## src/rtl/fastica_pkg.sv

```systemverilog
// Shared constants and types for the FastICA MUL1 sequencer.
// Word format is Q12.13 (DW total bits, Q_FRAC fraction bits).
package fastica_pkg;

  localparam int DW     = 26;
  localparam int Q_FRAC = 13;
  localparam int N_W    = 16;

  typedef enum logic [2:0] {
    S_IDLE,
    S_LOAD_W,
    S_RUN,
    S_DRAIN,
    S_DONE
  } seq_state_t;

endpackage

```

## src/rtl/one_unit_mul1_seq_if.sv

```systemverilog
// Handshake bundle between the sample/weight sources, the sequencer,
// the MUL1 array and the downstream accumulator.
interface one_unit_mul1_seq_if #(
  parameter int DW    = fastica_pkg::DW,
  parameter int CNT_W = 16
);

  logic             start;
  logic [CNT_W-1:0] n_samples;

  logic             w_valid;
  logic             w_ready;
  logic [DW-1:0]    w_data;
  logic [16*DW-1:0] w_flat;

  logic             z_valid;
  logic             z_ready;
  logic [4*DW-1:0]  z_in;

  logic             en_mul;
  logic [4*DW-1:0]  z_mul;
  logic             mul_valid;
  logic             mul_first;
  logic             mul_last;
  logic             acc_ready;

  logic             busy;
  logic             done;

  modport master (
    output start, n_samples,
    output w_valid, w_data,
    output z_valid, z_in,
    output acc_ready,
    input  w_ready, w_flat,
    input  z_ready, en_mul, z_mul,
    input  mul_valid, mul_first, mul_last,
    input  busy, done
  );

  modport slave (
    input  start, n_samples,
    input  w_valid, w_data,
    input  z_valid, z_in,
    input  acc_ready,
    output w_ready, w_flat,
    output z_ready, en_mul, z_mul,
    output mul_valid, mul_first, mul_last,
    output busy, done
  );

endinterface

```

## src/rtl/w_load_regfile.sv

```systemverilog
// 16-word weight register file with indexed write; the flat output
// only changes on a write, so weights stay frozen while streaming.
module w_load_regfile #(
  parameter int DW = fastica_pkg::DW
) (
  input  logic                            clk,
  input  logic                            rst,
  input  logic                            we,
  input  logic [$clog2(fastica_pkg::N_W)-1:0] idx,
  input  logic [DW-1:0]                   wdata,
  output logic [fastica_pkg::N_W*DW-1:0]  w_flat
);

  always_ff @(posedge clk or posedge rst) begin
    if (rst) begin
      w_flat <= '0;
    end else if (we) begin
      w_flat[idx*DW +: DW] <= wdata;
    end
  end

endmodule

```

## src/rtl/one_unit_mul1_seq.sv

```systemverilog
// MUL1 sequencer: weight load, sample issue with a one-deep product
// stage toward the accumulator, drain and completion pulse.
module one_unit_mul1_seq #(
  parameter int DW    = fastica_pkg::DW,
  parameter int CNT_W = 16
) (
  input logic                 clk_seq,
  input logic                 rst_seq,
  one_unit_mul1_seq_if.slave  bus
);

  import fastica_pkg::seq_state_t;
  import fastica_pkg::S_IDLE;
  import fastica_pkg::S_LOAD_W;
  import fastica_pkg::S_RUN;
  import fastica_pkg::S_DRAIN;
  import fastica_pkg::S_DONE;
  import fastica_pkg::N_W;

  localparam int IW = $clog2(N_W);

  seq_state_t       state;
  seq_state_t       state_nx;
  logic [CNT_W-1:0] n_lat;
  logic [CNT_W-1:0] n_m1;
  logic [CNT_W-1:0] issue_cnt;
  logic [CNT_W-1:0] ret_cnt;
  logic [IW-1:0]    w_idx;
  logic             mul_valid;
  logic             load_beat;
  logic             last_beat;
  logic             z_rdy;
  logic             issue;
  logic             consume;

  assign n_m1      = n_lat - CNT_W'(1);
  assign load_beat = (state == S_LOAD_W) && bus.w_valid;
  assign last_beat = load_beat && (w_idx == IW'(N_W - 1));
  assign consume   = mul_valid && bus.acc_ready;

  // acc_ready feeds z_ready directly so a stalled product is never overwritten
  assign z_rdy = (state == S_RUN)
              && (issue_cnt < n_lat)
              && (!mul_valid || bus.acc_ready);
  assign issue = z_rdy && bus.z_valid;

  always_ff @(posedge clk_seq or posedge rst_seq) begin
    if (rst_seq) begin
      state <= S_IDLE;
    end else begin
      state <= state_nx;
    end
  end

  always_comb begin
    state_nx = state;
    case (state)
      S_IDLE: begin
        if (bus.start) state_nx = S_LOAD_W;
      end
      S_LOAD_W: begin
        if (last_beat) begin
          state_nx = (n_lat == '0) ? S_DONE : S_RUN;
        end
      end
      S_RUN: begin
        if (issue && (issue_cnt == n_m1)) state_nx = S_DRAIN;
      end
      S_DRAIN: begin
        if (consume && (ret_cnt == n_m1)) state_nx = S_DONE;
      end
      S_DONE: begin
        state_nx = S_IDLE;
      end
      default: begin
        state_nx = S_IDLE;
      end
    endcase
  end

  always_ff @(posedge clk_seq or posedge rst_seq) begin
    if (rst_seq) begin
      n_lat     <= '0;
      w_idx     <= '0;
      issue_cnt <= '0;
      ret_cnt   <= '0;
      mul_valid <= 1'b0;
    end else if ((state == S_IDLE) && bus.start) begin
      n_lat     <= bus.n_samples;
      w_idx     <= '0;
      issue_cnt <= '0;
      ret_cnt   <= '0;
      mul_valid <= 1'b0;
    end else begin
      if (load_beat) w_idx     <= w_idx + IW'(1);
      if (issue)     issue_cnt <= issue_cnt + CNT_W'(1);
      if (consume)   ret_cnt   <= ret_cnt + CNT_W'(1);
      if (issue) begin
        mul_valid <= 1'b1;
      end else if (consume) begin
        mul_valid <= 1'b0;
      end
    end
  end

  w_load_regfile #(
    .DW (DW)
  ) u_wregs (
    .clk    (clk_seq),
    .rst    (rst_seq),
    .we     (load_beat),
    .idx    (w_idx),
    .wdata  (bus.w_data),
    .w_flat (bus.w_flat)
  );

  assign bus.w_ready   = (state == S_LOAD_W);
  assign bus.z_ready   = z_rdy;
  assign bus.en_mul    = issue;
  assign bus.z_mul     = bus.z_in;
  assign bus.mul_valid = mul_valid;
  assign bus.mul_first = mul_valid && (ret_cnt == '0);
  assign bus.mul_last  = mul_valid && (ret_cnt == n_m1);
  assign bus.busy      = (state != S_IDLE);
  assign bus.done      = (state == S_DONE);

endmodule

```

## src/flat_wrapper.sv

```systemverilog
// flat-port wrapper written by rule: the top's interface ports become plain ports
module one_unit_mul1_seq_flat import fastica_pkg::seq_state_t; import fastica_pkg::S_IDLE; import fastica_pkg::S_LOAD_W; import fastica_pkg::S_RUN; import fastica_pkg::S_DRAIN; import fastica_pkg::S_DONE; import fastica_pkg::N_W;
#(
  parameter int DW    = fastica_pkg::DW,
  parameter int CNT_W = 16
)
  (clk_seq, rst_seq, bus_start, bus_n_samples, bus_w_valid, bus_w_data, bus_z_valid, bus_z_in, bus_acc_ready, bus_w_ready, bus_w_flat, bus_z_ready, bus_en_mul, bus_z_mul, bus_mul_valid, bus_mul_first, bus_mul_last, bus_busy, bus_done);
  one_unit_mul1_seq_if #(.DW(DW), .CNT_W(CNT_W)) bus_i ();
  input logic clk_seq;
  input logic rst_seq;
  input wire logic [$bits(bus_i.start)-1:0] bus_start;
  input wire logic [$bits(bus_i.n_samples)-1:0] bus_n_samples;
  input wire logic [$bits(bus_i.w_valid)-1:0] bus_w_valid;
  input wire logic [$bits(bus_i.w_data)-1:0] bus_w_data;
  input wire logic [$bits(bus_i.z_valid)-1:0] bus_z_valid;
  input wire logic [$bits(bus_i.z_in)-1:0] bus_z_in;
  input wire logic [$bits(bus_i.acc_ready)-1:0] bus_acc_ready;
  output wire logic [$bits(bus_i.w_ready)-1:0] bus_w_ready;
  output wire logic [$bits(bus_i.w_flat)-1:0] bus_w_flat;
  output wire logic [$bits(bus_i.z_ready)-1:0] bus_z_ready;
  output wire logic [$bits(bus_i.en_mul)-1:0] bus_en_mul;
  output wire logic [$bits(bus_i.z_mul)-1:0] bus_z_mul;
  output wire logic [$bits(bus_i.mul_valid)-1:0] bus_mul_valid;
  output wire logic [$bits(bus_i.mul_first)-1:0] bus_mul_first;
  output wire logic [$bits(bus_i.mul_last)-1:0] bus_mul_last;
  output wire logic [$bits(bus_i.busy)-1:0] bus_busy;
  output wire logic [$bits(bus_i.done)-1:0] bus_done;
  assign bus_i.start = bus_start;
  assign bus_i.n_samples = bus_n_samples;
  assign bus_i.w_valid = bus_w_valid;
  assign bus_i.w_data = bus_w_data;
  assign bus_i.z_valid = bus_z_valid;
  assign bus_i.z_in = bus_z_in;
  assign bus_i.acc_ready = bus_acc_ready;
  assign bus_w_ready = bus_i.w_ready;
  assign bus_w_flat = bus_i.w_flat;
  assign bus_z_ready = bus_i.z_ready;
  assign bus_en_mul = bus_i.en_mul;
  assign bus_z_mul = bus_i.z_mul;
  assign bus_mul_valid = bus_i.mul_valid;
  assign bus_mul_first = bus_i.mul_first;
  assign bus_mul_last = bus_i.mul_last;
  assign bus_busy = bus_i.busy;
  assign bus_done = bus_i.done;
  one_unit_mul1_seq #(.DW(DW), .CNT_W(CNT_W)) u_core (.clk_seq(clk_seq), .rst_seq(rst_seq), .bus(bus_i));
endmodule
```

## config.mk

```make
export PLATFORM = sky130hd
export DESIGN_NAME = one_unit_mul1_seq_flat
export DESIGN_NICKNAME = d
export VERILOG_FILES = /design/src/rtl/fastica_pkg.sv /design/src/rtl/one_unit_mul1_seq_if.sv /design/src/rtl/w_load_regfile.sv /design/src/rtl/one_unit_mul1_seq.sv /design/src/flat_wrapper.sv
export SDC_FILE = /design/constraint.sdc
export NUM_CORES = 1
export LEC_CHECK = 0
export CORE_MARGIN = 5
export CORE_UTILIZATION = 40
export DETAILED_ROUTE_END_ITERATION = 6
export GPL_TIMING_DRIVEN = 0
export PLACE_DENSITY = 0.73
export SYNTH_ARGS = -nofsm -noshare
export SYNTH_HDL_FRONTEND = slang
export SYNTH_SLANG_ARGS = --single-unit
```

## constraint.sdc

```tcl
create_clock -name clk_seq -period 42.3 [get_ports clk_seq]
set_input_delay 6.345 -clock clk_seq [delete_from_list [all_inputs] [get_ports clk_seq]]
set_output_delay 6.345 -clock clk_seq [all_outputs]
set_load 0.01 [all_outputs]
```

==> qor.csv <==
metric,value,unit
clock_sinks,472,
cp_max_fo,6,
criticalPathCategory,in2out,
setup_viol,0,
synth_top_family_by_area,multiplexers,
ant_nets,0,
postCtsSetupBuffers,0,
yosysSeqAreaShare,46.1,%
antenna_found_initial,5,
clock-root-buffer,clkbuf_16,
initial_core_util,40.5,%
grt_pass1_wl,169000,um
nets,3273,
fin_area,34500,um^2
whs,0.493,ns
fmax,67.7,MHz
crit_required,35.95,ns
synth-seq-cells,472,
synth_warnings,0,
drive_above_1_share,22.5,%
htree_levels,2,
dp_hpwl,94000,um
via_per_inst,5.90,
timing.rr.start,u_core.w_idx[0],
crit_arrival,8.43,ns
status,"complete, no violations",
cts_tree,yes,
synth_adder_area_share,1.79,%
async_flop_share,100,%
synthMuxAreaShare,20.4,%
grt_setup_unrepaired,false,
fin_crit_sh,34.9,%
min_period,14.77,ns
die-area,69300,um^2
start_kind,primary input,
worst_pin_slew,1.30,ns
finClkSkew,0.0278,ns
drc_errors,0,
hp-class,reg2reg,
final_util,54.5,%
synth_edf_count,0,
relSlewSlack,12.4,%
path_clk_slew,0.06,ns
synth_nets,2639,
ctsResizeCount,0,
finalSetupTns,0,ns
synthCells,2451,
synth_area,25600,um^2
overflow,0,
grt_usage,32.6,%
wirelength,119000,um
port-buffer-count,575,
synth_area_leader_cell,dfrtp_1,
syn_area_per_cell,10.5,um^2
endpoint_kind,output pin,
clock_path_buffers,3,
cts_made_buffers,53,
routabilityCongestion,1.06,
yosysMostFrequentCell,dfrtp_1,
drt_iter0_markers,2606,
core,63300,um^2
synth-simple-area-share,13.6,%
placed_area,32600,um^2
die_w,263,um
cts_hold_buf,0,
ios,680,
synthTopCellsByCount,"dfrtp_1 (472), mux2_2 (418), nand2_1 (294)",
yosys.cell_types.count,96,
synth_compound_area_share,9.63,%
synth-main-ff-cell,dfrtp_1,
synth-xor-area-share,2.77,%
hold_viol,0,
grt_pass1_vias,23600,
synthTopCellsByArea,"dfrtp_1 (46%), mux2_2 (18%), nand2_1 (4.3%), buf_4 (3.2%), nor2_1 (2.7%)",
rows,92,
syn2layout_area_growth,34.5,%
synth_top_area_share,46.1,%
wl_per_cell,29.8,um
clkLatencyLatePin,0.64,ns
slew_violations,0,
crit_path_start,bus_acc_ready,
die_height,263,um
firstDrtPassIters,7,
cap_violations,0,
num_vias,23500,
hold_start,u_core.u_wregs.w_flat[14],
grt_max_degree,120,
==> critical path, stage by stage <==
cell and delay [ns]:
clkdlybuf4s50_1 0.53, nand2b_1 0.15, o211ai_1 0.12, nor3_1 0.30, nand2_1 0.24, clkinv_1 0.18
clkdlybuf4s50_1 0.56
==> per-layer routing <==
layer  share of wire (%)  vias up  global-route usage, %
li1                    -     9943                      -
met1                  37    11700                   39.6
met2                  46     1518                   52.9
met3                  12      317                   12.9
met4                 4.4        4                   11.9
met5               0.024        -                      0
==> cell families (layout without fill, tap and decap cells) <==
logic type,count (synthesis),in the layout
AOI/OAI and AO/OA,379,379
xor gates and xnor gates,75,75
adders and majority gates,36,36
buffers and inverters,268,944
DFF,472,472
muxes,463,463
other,0,5
and+or+nand+nor,758,758
==> sequential cells by signal, summed over array words and instances (netlist names) <==
signal                 cells
u_core.u_wregs.w_flat    416
u_core.n_lat              16
u_core.ret_cnt            16
u_core.w_idx               4
u_core.state               3
u_core.issue_cnt          16
u_core.bus.mul_valid       1
==> cell type report <==
class | instances | area [um^2]
fillers | 5651 | 28800
plain buffers | 225 | 1310
inverters | 43 | 169
clock buffers | 73 | 1540
repair buffers | 579 | 5870
diodes | 5 | 12.5
flip-flops and latches | 472 | 11800
clock inverters | 24 | 354
well taps | 846 | 1060
multi-input cells | 1711 | 12400
==> cells in the final DEF, fill, tap and decap left out, drive strengths merged, types with 41 or more instances in the layout <==
cell type	synthesis	routed
buf	158	162
dfrtp	472	472
clkdlybuf4s50	0	575
nand2	295	295
xnor2	41	41
o21ai	107	107
inv	42	45
mux2	424	424
a21oi	62	62
clkbuf	67	140
nand3	75	75
o22ai	106	106
nor3	64	64
nor2	188	188
==> metrics by stage <==
| step | cells | setup WS [ns] |
|---|---|---|
| floorplan | 2451 | 22.79 |
| global placement | 3872 | 16.74 |
| detailed placement | 3876 | 27.56 |
| CTS | 3973 | 27.55 |
| global route | 3975 | 27.44 |
| finish | 3978 | 27.53 |
==> path summary, 6_finish.rpt <==
path	endpoint	slack, ns	cells after the start
worst max-delay path	bus_en_mul	27.53	7
max in group asynchronous	u_core.u_wregs.w_flat[203]	34.51	5
min in group asynchronous	u_core.u_wregs.w_flat[342]	6.02	2
worst min register to register	u_core.u_wregs.w_flat[14]	0.49	1
worst min-delay path	u_core.u_wregs.w_flat[14]	0.49	1
worst max register to register	u_core.u_wregs.w_flat[243]	35.88	18
Power is not shown: default switching activity piles up to over one toggle a cycle in this logic, so the estimate is an artifact.
